`src/rtl/dilithium_params_pkg.sv`:
```
// Dilithium public-key constants (K = 6) shared by the t1 packer and unpacker,
// plus the unpacker state encoding.
package dilithium_params_pkg;

    localparam int K                     = 6;
    localparam int N                     = 256;
    localparam int SEEDBYTES             = 32;
    localparam int POLYT1_PACKEDBYTES    = 320;
    localparam int T1_BITS               = 10;
    localparam int CRYPTO_PUBLICKEYBYTES = SEEDBYTES + K * POLYT1_PACKEDBYTES;

    // One byte landing on a fill of at most 9 bits reaches bit 16.
    localparam int ACC_W = 17;
    localparam int CNT_W = 5;

    typedef enum logic [1:0] {
        ST_IDLE = 2'd0,
        ST_RHO  = 2'd1,
        ST_T1   = 2'd2,
        ST_DONE = 2'd3
    } unpack_state_t;

endpackage

```
`src/rtl/polyt1_unpack_stream.sv`:
```
// Byte-to-10-bit regrouping for packed t1: a small LSB-first bit accumulator
// that takes bytes while under 10 bits are held and emits a coefficient otherwise.
module polyt1_unpack_stream
    import dilithium_params_pkg::*;
(
    input  logic               clk,
    input  logic               rst,
    input  logic               clear,
    input  logic               enable,
    input  logic [7:0]         in_byte,
    input  logic               in_valid,
    output logic               in_ready,
    output logic               byte_fire,
    output logic [T1_BITS-1:0] coeff,
    output logic               coeff_valid,
    input  logic               coeff_ready,
    output logic               coeff_fire
);

    logic [ACC_W-1:0] acc;
    logic [CNT_W-1:0] cnt;

    // Accept and emit are mutually exclusive, so cnt stays within 0..17.
    assign in_ready    = enable && (cnt < CNT_W'(T1_BITS));
    assign coeff_valid = enable && (cnt >= CNT_W'(T1_BITS));
    assign coeff       = acc[T1_BITS-1:0];
    assign byte_fire   = in_ready && in_valid;
    assign coeff_fire  = coeff_valid && coeff_ready;

    always_ff @(posedge clk) begin
        if (rst || clear) begin
            acc <= '0;
            cnt <= '0;
        end else if (byte_fire) begin
            acc <= acc | (ACC_W'(in_byte) << cnt);
            cnt <= cnt + CNT_W'(8);
        end else if (coeff_fire) begin
            acc <= acc >> T1_BITS;
            cnt <= cnt - CNT_W'(T1_BITS);
        end
    end

endmodule

```
`src/rtl/unpack_pk_stream.sv`:
```
// Streaming Dilithium public-key decoder: captures rho, then emits the K t1
// polynomials one indexed coefficient per handshake.
//
// state   | meaning
// --------+-------------------------------------------------
// IDLE    | waiting for start
// RHO     | capturing the 32 rho bytes
// T1      | regrouping t1 bytes into 10-bit coefficients
// DONE    | single-cycle done pulse, then back to IDLE
module unpack_pk_stream #(
    parameter int K                  = dilithium_params_pkg::K,
    parameter int SEEDBYTES          = dilithium_params_pkg::SEEDBYTES,
    parameter int POLYT1_PACKEDBYTES = dilithium_params_pkg::POLYT1_PACKEDBYTES,
    parameter int COEFF_W            = 32
) (
    input  logic                 clk,
    input  logic                 rst,
    input  logic                 start,
    input  logic [7:0]           in_byte,
    input  logic                 in_valid,
    output logic                 in_ready,
    output logic [255:0]         rho,
    output logic                 rho_valid,
    output logic [COEFF_W-1:0]   coeff,
    output logic [2:0]           coeff_poly,
    output logic [7:0]           coeff_idx,
    output logic                 coeff_valid,
    input  logic                 coeff_ready,
    output logic                 busy,
    output logic                 done
);

    import dilithium_params_pkg::*;

    localparam int COEFFS_PER_POLY = POLYT1_PACKEDBYTES * 8 / T1_BITS;

    unpack_state_t state_q, state_d;

    logic               start_acc;
    logic               rho_fire;
    logic               rho_last;
    logic               coeff_last;
    logic [4:0]         byte_cnt;
    logic               t1_in_ready;
    logic               t1_byte_fire;
    logic               t1_coeff_fire;
    logic [T1_BITS-1:0] t1_coeff;

    assign start_acc  = (state_q == ST_IDLE) && start;
    assign rho_fire   = (state_q == ST_RHO) && in_valid;
    assign rho_last   = rho_fire && (byte_cnt == 5'(SEEDBYTES - 1));
    assign coeff_last = t1_coeff_fire
                        && (coeff_poly == 3'(K - 1))
                        && (coeff_idx == 8'(COEFFS_PER_POLY - 1));

    polyt1_unpack_stream u_t1 (
        .clk         (clk),
        .rst         (rst),
        .clear       (start_acc),
        .enable      (state_q == ST_T1),
        .in_byte     (in_byte),
        .in_valid    (in_valid),
        .in_ready    (t1_in_ready),
        .byte_fire   (t1_byte_fire),
        .coeff       (t1_coeff),
        .coeff_valid (coeff_valid),
        .coeff_ready (coeff_ready),
        .coeff_fire  (t1_coeff_fire)
    );

    always_ff @(posedge clk) begin
        if (rst) begin
            state_q <= ST_IDLE;
        end else begin
            state_q <= state_d;
        end
    end

    always_comb begin
        state_d = state_q;
        unique case (state_q)
            ST_IDLE: if (start)      state_d = ST_RHO;
            ST_RHO:  if (rho_last)   state_d = ST_T1;
            ST_T1:   if (coeff_last) state_d = ST_DONE;
            ST_DONE:                 state_d = ST_IDLE;
            default:                 state_d = ST_IDLE;
        endcase
    end

    always_ff @(posedge clk) begin
        if (rst) begin
            rho <= '0;
        end else if (rho_fire) begin
            rho[{byte_cnt, 3'b000} +: 8] <= in_byte;
        end
    end

    // Poly index goes back to 0 after the final coefficient so it never shows K.
    always_ff @(posedge clk) begin
        if (rst || start_acc) begin
            byte_cnt   <= '0;
            rho_valid  <= 1'b0;
            coeff_poly <= '0;
            coeff_idx  <= '0;
        end else begin
            if (rho_fire) begin
                byte_cnt <= byte_cnt + 5'd1;
            end
            if (rho_last) begin
                rho_valid <= 1'b1;
            end
            if (t1_coeff_fire) begin
                coeff_idx <= coeff_idx + 8'd1;
                if (coeff_last) begin
                    coeff_poly <= '0;
                end else if (coeff_idx == 8'(COEFFS_PER_POLY - 1)) begin
                    coeff_poly <= coeff_poly + 3'd1;
                end
            end
        end
    end

    assign in_ready = (state_q == ST_RHO) || t1_in_ready;
    assign coeff    = {{(COEFF_W - T1_BITS){1'b0}}, t1_coeff};
    assign busy     = (state_q == ST_RHO) || (state_q == ST_T1);
    assign done     = (state_q == ST_DONE);

endmodule

```
`config.mk`:
```
export PLATFORM = sky130hd
export DESIGN_NAME = unpack_pk_stream
export DESIGN_NICKNAME = d
export VERILOG_FILES = /design/src/rtl/dilithium_params_pkg.sv /design/src/rtl/polyt1_unpack_stream.sv /design/src/rtl/unpack_pk_stream.sv
export SDC_FILE = /design/constraint.sdc
export NUM_CORES = 1
export LEC_CHECK = 0
export ABC_AREA = 0
export CAP_MARGIN = 20
export CORE_MARGIN = 3
export CORE_UTILIZATION = 54
export DETAILED_ROUTE_END_ITERATION = 6
export PLACE_DENSITY = 0.88
export SYNTH_ARGS = -nofsm -noshare
export SYNTH_HDL_FRONTEND = slang
export SYNTH_HIERARCHICAL = 1
export SYNTH_SLANG_ARGS = --single-unit
```
`constraint.sdc`:
```
create_clock -name clk -period 7.55 [get_ports clk]
set_clock_uncertainty 0.15 [all_clocks]
set_input_delay 1.1325 -clock clk [delete_from_list [all_inputs] [get_ports clk]]
set_output_delay 1.1325 -clock clk [all_outputs]
set_load 0.1 [all_outputs]
```
==> results of run 1 <==
-- registers in the layout, summed over array words and instances, names as in the netlist --
signal	flops
coeff_idx	8
state_q	2
rho_valid	1
byte_cnt	5
u_t1/cnt	4
u_t1/acc	17
rho	256
coeff_poly	3
-- synthesized netlist by cell type (10+ instances only) --
| master | instances | area, um^2 |
|---|---|---|
| dfxtp_1 | 296 | 5930 |
| mux2i_1 | 258 | 2580 |
| nand2b_1 | 257 | 1610 |
| nand2_1 | 81 | 304 |
| clkbuf_1 | 41 | 154 |
| buf_4 | 39 | 293 |
| nor2_1 | 39 | 146 |
| a21oi_1 | 31 | 155 |
| nand3_1 | 20 | 100 |
| ha_1 | 17 | 213 |
| o21ai_0 | 17 | 85.1 |
| nor2b_1 | 16 | 100 |
| nor3_1 | 16 | 80.1 |
| buf_2 | 13 | 65.1 |
| inv_1 | 13 | 48.8 |
| a311oi_4 | 12 | 315 |
| o31ai_1 | 11 | 82.6 |
| buf_1 | 10 | 37.5 |
-- critical path, delay by kind of cell, from the launching register on --
| family | cells | cell delay, ps |
|---|---|---|
| fa+ha+maj | 1 | 310 |
| buf+inv | 2 | 1200 |
| flops | 1 | 690 |
| simple gates | 3 | 940 |
-- stage by stage --
step,instances,area [um^2],power (mW),util [%]
2_1_floorplan,1351,13700,2.08,-
6_report,1928,17600,3.62,71.6
3_3_place_gp,1872,16500,2.16,67.5
5_1_grt,1928,17600,3.75,71.6
3_5_place_dp,1873,16600,2.17,67.5
4_1_cts,1925,17500,3.64,71.5
-- layout make-up --
type	instances	area [um^2]
sequential	296	5930
fill	1803	6970
clock inverter	6	93.8
timing repair buffer	309	3060
multi-input combinational	932	7130
inverter	15	58.8
clock buffer	46	891
tap	324	405
-- cell families after synthesis --
| logic type | share of synthesized area [%] |
|---|---|
| fa+ha+maj | 1.56 |
| mux | 19.4 |
| buf+inv | 4.83 |
| xor+xnor | 1.03 |
| simple gates | 20.8 |
| compound gates | 8.88 |
| other cells | 0.0275 |
| flops | 43.5 |
-- where the power goes --
group	total [mW]	switching [mW]	internal (mW)	leakage (nW)
registers	1.60	0.0186	1.58	2.38
clock network	1.48	0.604	0.874	0.480
logic	0.550	0.409	0.142	3.32
-- routing by layer --
| layer | vias up | global-route usage [%] | wire length, um |
|---|---|---|---|
| met1 | 5084 | 34.9 | 16100 |
| met5 | - | 0 | 0 |
| met3 | 82 | 6.02 | 2590 |
| li1 | 5007 | - | - |
| met4 | 0 | 9.00 | 1300 |
| met2 | 384 | 45.5 | 18200 |
-- worst min-delay path by stage --
stage	slack, ps	from	cells after the start	to
after floorplan	290	u_t1/acc[15]$_SDFFE_PP0P_	1	u_t1/acc[15]$_SDFFE_PP0P_
after global placement	300	rho_valid$_SDFFE_PP0P_	2	rho_valid$_SDFFE_PP0P_
after CTS	320	rho[6]$_SDFFE_PP0P_	2	rho[6]$_SDFFE_PP0P_
final	320	rho[147]$_SDFFE_PP0P_	2	rho[147]$_SDFFE_PP0P_
after detailed placement	310	rho[49]$_SDFFE_PP0P_	2	rho[49]$_SDFFE_PP0P_
after global routing	340	rho[17]$_SDFFE_PP0P_	2	rho[17]$_SDFFE_PP0P_
==> qor.csv, run 1 <==
stage;metric;value;unit
final_layout;drive_gt1_share;7.73;%
worst_setup_path;reg2reg_to;rho[194]$_SDFFE_PP0P_;
cts;clockRootBuffer;clkbuf_16;
synthesis;synth_seq_cells;296;
worst_setup_path;reg2reg_depth;7;
floorplanning;die_w;165;um
detailed_routing;wl_per_cell;19.8;um
sta;worstMarginPinSlew;1090;ps
worst_setup_path;crit_end;in_ready;
place;dp_hpwl;26600;um
run;cap_violations;0;
power;irDropWorstVdd;284;uV
worst_setup_path;slowest_delay;970;ps
cts;cts_made_buffers;30;
worst_setup_path;r2r-start;byte_cnt[0]$_SDFFE_PP0P_;
detailed_routing;drt_iter0_markers;635;
worst_setup_path;critical_path_peak_fanout;17;
cts;cts_htree_levels;1;
final_layout;final_cell_mix;dfxtp_1, clkdlybuf4s50_1, mux2i_1;
cts;clockBufferDepth;3;
cts;clk_latency;550;ps
cts;hold_buffers;0;
sta;finalCritPeriodShare;65.9;%
sta;rsz0062_at_grt;no;
cts;path_clk_slew;60;ps
sta;holdWs;321;ps
floorplanning;dieArea;27200;um^2
global_routing;globalRouteOverflowTotal;0;
detailed_routing;via_count;10557;
sta;tns;0;ps
synthesis;syn_inst;1330;
final_layout;fin_nets;1614;
synthesis;seq_area_frac_synth;43.5;%
synthesis;synth_ff_type;dfxtp_1;
worst_setup_path;cp_data_required_time;6270;ps
worst_setup_path;critPathSlowestCell;clkdlybuf4s50_1;
sta;timing.final.ws_setup;2570;ps
cts;post_cts_resized;0;
worst_setup_path;end_kind;output port;
place;io_buffers;294;
sta;hold_violations;0;
final_layout;antenna_cells;0;
floorplanning;core_area;24500;um^2
detailed_routing;firstDrtPassIters;5;
sta;clock.fmax;201;MHz
synthesis;synthArstFlopShare;0;%
floorplanning;boundaryPins;317;
global_routing;track_usage;27.2;%
sta;slew_headroom;27.1;%
global_routing;grt_pass1_vias;10497;
status;outcome;complete, no violations;
final_layout;area_growth;28.9;%
cts;cts_tree;done;
floorplanning;num_rows;57;
sta;slew_viol_final;0;
synthesis;synth_area;13600;um^2
cts;clock-sinks;296;
synthesis;ys_types;80;
worst_setup_path;critPathKind;flop to output port;
place;place.gp.congestion;0.855;
worst_setup_path;startpoint;u_t1/cnt[1]$_SDFFE_PP0P_;
power;p_leak;6.18;nW
detailed_routing;viasPerCell;5.48;
detailed_routing;wirelength;38100;um
worst_setup_path;path_cells;inv_1, ha_1, nor2b_1, nor3_1, or2_2, clkdlybuf4s50_1;
global_routing;grt_first_pass_wirelength;58800;um
floorplanning;initial_core_util;55.6;%
sta;setup_viol;0;
detailed_routing;drc;0;
global_routing;antenna_found_initial;0;
synthesis;synth-edff-count;0;
worst_hold_path;min_path_type;flop to flop;
global_routing;grt_max_degree;149;
power;p_per_area;206;nW/um^2
place;dpl_worst_slack;3220;ps
cts;cts_setup_buffers;0;
worst_setup_path;arrival;3690;ps
floorplanning;die_h;165;um
synthesis;avgSynthCellArea;10.2;um^2
sta;timing.final.crit_period;4980;ps
worst_setup_path;startpoint_type;flop;
final_layout;final_common_cell;dfxtp_1;
detailed_routing;ant_nets;0;
worst_setup_path;reg2reg_slack;3930;ps
synthesis;yosys_warnings;6;
Power figures use the tool's default switching activity.
==> run 2: changes to the inputs <==
- CORE_UTILIZATION: 54 -> 51
- PLACE_DENSITY: 0.88 -> 0.84
- clock period: 7.55 -> 4.75 ns (I/O delays scaled with it)
==> run 2 against run 1 <==
  * Setup slack worse by 2000 ps
  * Clock power is 60% higher
  * Final area increased by 0.27%
  * Highest routed layer unchanged
  * Via count rose by 0.23%
==> qor.csv, run 2 (synthesis results as in run 1) <==
stage;metric;value;unit;change
sta;finalCritPeriodShare;88.2;%;
place;place_area;16600;um^2;+0.36%
cts;path_clk_slew;60;ps;about the same
cts;clockBufferDepth;3;;unchanged
detailed_routing;ant_nets;0;;unchanged
place;numPlacedInstances;1890;;+0.91%
run;cap_violations;0;;unchanged
cts;hold_buffers;0;;unchanged
place;io_buffers;294;;unchanged
worst_setup_path;path_cells;inv_1, ha_1, nor2b_1, nor3_1, or2_2, clkdlybuf4s50_1;;
cts;clk_latency;550;ps;about the same
floorplanning;num_rows;59;;+3.5%
power;total_power;5.78;mW;+59%
detailed_routing;wl_per_cell;20.0;um;+0.97%
status;outcome;complete, no violations;;
cts;clockRootBuffer;clkbuf_16;;
cts;cts_htree_levels;1;;unchanged
final_layout;largest_reg_flops;256;;unchanged
global_routing;track_usage;25.8;%;-1.4 points
worst_hold_path;holdPathStages;2;;unchanged
worst_setup_path;critPathSlowestCell;clkdlybuf4s50_1;;
sta;hold_violations;0;;unchanged
final_layout;final_cell_mix;dfxtp_1, clkdlybuf4s50_1, mux2i_1;;
global_routing;antenna_found_initial;0;;unchanged
floorplanning;initial_core_util;52.2;%;-3.4 points
detailed_routing;firstDrtPassIters;4;;-1
worst_setup_path;reg2reg_depth;6;;-1
cts;clock-sinks;296;;unchanged
detailed_routing;via_count;10581;;+0.23%
power;p_per_area;328;nW/um^2;+59%
final_layout;fin_nets;1618;;+0.25%
worst_setup_path;cp_data_required_time;3890;ps;-2380 ps
place;dp_hpwl;27100;um;+2.1%
final_layout;fillers;2033;;+13%
final_layout;instances_no_fill;1944;;+0.83%
worst_hold_path;min_path_type;flop to flop;;
sta;slew_headroom;23.0;%;-4.1 points
global_routing;grt_max_degree;118;;-21%
global_routing;grt_first_pass_wirelength;60000;um;+2.0%
worst_setup_path;path_buf_inv;2;;unchanged
worst_setup_path;startpoint_type;flop;;
final_layout;final_common_cell;dfxtp_1;;
cts;cts_tree;done;;
sta;tns;0;ps;unchanged
worst_setup_path;path_depth;6;;unchanged
worst_setup_path;critPathTopFamily;buffers and inverters;;
floorplanning;die_h;169;um;+2.8%
worst_setup_path;slowest_delay;970;ps;about the same
power;p_leak;6.20;nW;+0.37%
floorplanning;die_w;169;um;+2.8%
cts;post_cts_resized;0;;unchanged
worst_setup_path;critPathKind;flop to output port;;
final_layout;top_register;rho;;
final_layout;drive_gt1_share;8.08;%;+0.35 points
final_layout;area_growth;29.2;%;
sta;worstMarginPinSlew;1150;ps;+59.4 ps
floorplanning;core_area;26100;um^2;+6.5%
sta;rsz0062_at_grt;no;;
place;place.gp.congestion;0.877;;+2.6%
sta;clock.fmax;239;MHz;
final_layout;finalInstanceArea;17600;um^2;+0.27%
floorplanning;dieArea;28700;um^2;+5.7%
worst_setup_path;arrival;3330;ps;-360 ps
detailed_routing;wirelength;38800;um;+1.8%
final_layout;antenna_cells;0;;unchanged
final_layout;reg_top3;rho x256, u_t1/acc x17, coeff_idx x8;;
global_routing;globalRouteOverflowTotal;0;;unchanged
floorplanning;boundaryPins;317;;unchanged
cts;cts_setup_buffers;0;;unchanged
sta;slew_viol_final;0;;unchanged
worst_setup_path;end_kind;output port;;
cts;cts_made_buffers;30;;unchanged
global_routing;grt_pass1_vias;10629;;+1.3%
detailed_routing;drt_iter0_markers;729;;+15%
detailed_routing;viasPerCell;5.44;;-0.60%
power;irDropWorstVdd;395;uV;+39%
sta;timing.final.crit_period;4190;ps;
worst_setup_path;critical_path_peak_fanout;17;;unchanged
detailed_routing;drc;0;;unchanged
sta;setup_viol;0;;unchanged
==> run 2: changes by cell type in the layout (fill, tap and decap cells not counted) <==
cell,before,now
buf_4,14,19
clkbuf_8,8,6
clkinv_2,2,4
clkbuf_1,8,7
clkbuf_16,30,31
clkbuf_4,1,0
clkinv_4,0,1
clkinv_8,1,0
clkinvlp_4,1,2
==> run 2: path summary, 6_finish.rpt <==
kind                                                from                    end  slack (ps)
worst min-delay path               rho[176]$_SDFFE_PP0P_  rho[176]$_SDFFE_PP0P_         320
worst max register to register  byte_cnt[0]$_SDFFE_PP0P_  rho[198]$_SDFFE_PP0P_        1220
worst min register to register     rho[176]$_SDFFE_PP0P_  rho[176]$_SDFFE_PP0P_         320
worst max-delay path            u_t1/cnt[1]$_SDFFE_PP0P_               in_ready         560
==> run 2: layout make-up <==
class	count	area (um^2)	area share (%)
flip-flops and latches	296	5930	33.6
repair buffers	313	3090	17.5
inverters	15	58.8	0.334
clock inverters	9	104	0.590
multi-input cells	932	7130	40.5
well taps	335	419	2.38
clock buffers	44	885	5.02
==> run 2: metrics by stage <==
| stage | utilization [%] | setup slack [ps] | hold slack, ps |
|---|---|---|---|
| floorplan | - | 1330 | 292 |
| CTS | 67.4 | 603 | 324 |
| finish | 67.4 | 561 | 322 |
| detailed placement | 63.6 | 1170 | 304 |
| global route | 67.4 | 424 | 339 |
| global placement | 63.5 | 1240 | 299 |
==> run 2: worst register-to-register path, delay by kind of cell (launching register included) <==
family	cells	cell delay [ps]
flip-flops	1	780
AO/OA/AOI/OAI	1	630
AND/OR/NAND/NOR	2	1080
buffers and inverters	1	190
multiplexers	1	280
adder cells (fa/ha/maj)	1	350
==> run 2: where the power goes <==
part	switching, mW	internal (mW)
clock network	0.979	1.39
registers	0.0304	2.51
logic	0.649	0.224
==> run 2: layer usage <==
| layer | wire length [um] | share of wire (%) | GRT usage [%] |
|---|---|---|---|
| met4 | 1350 | 3.5 | 9.00 |
| met5 | 0 | 0 | 0 |
| met3 | 2400 | 6.2 | 4.61 |
| met2 | 18400 | 47 | 43.5 |
| met1 | 16700 | 43 | 33.6 |
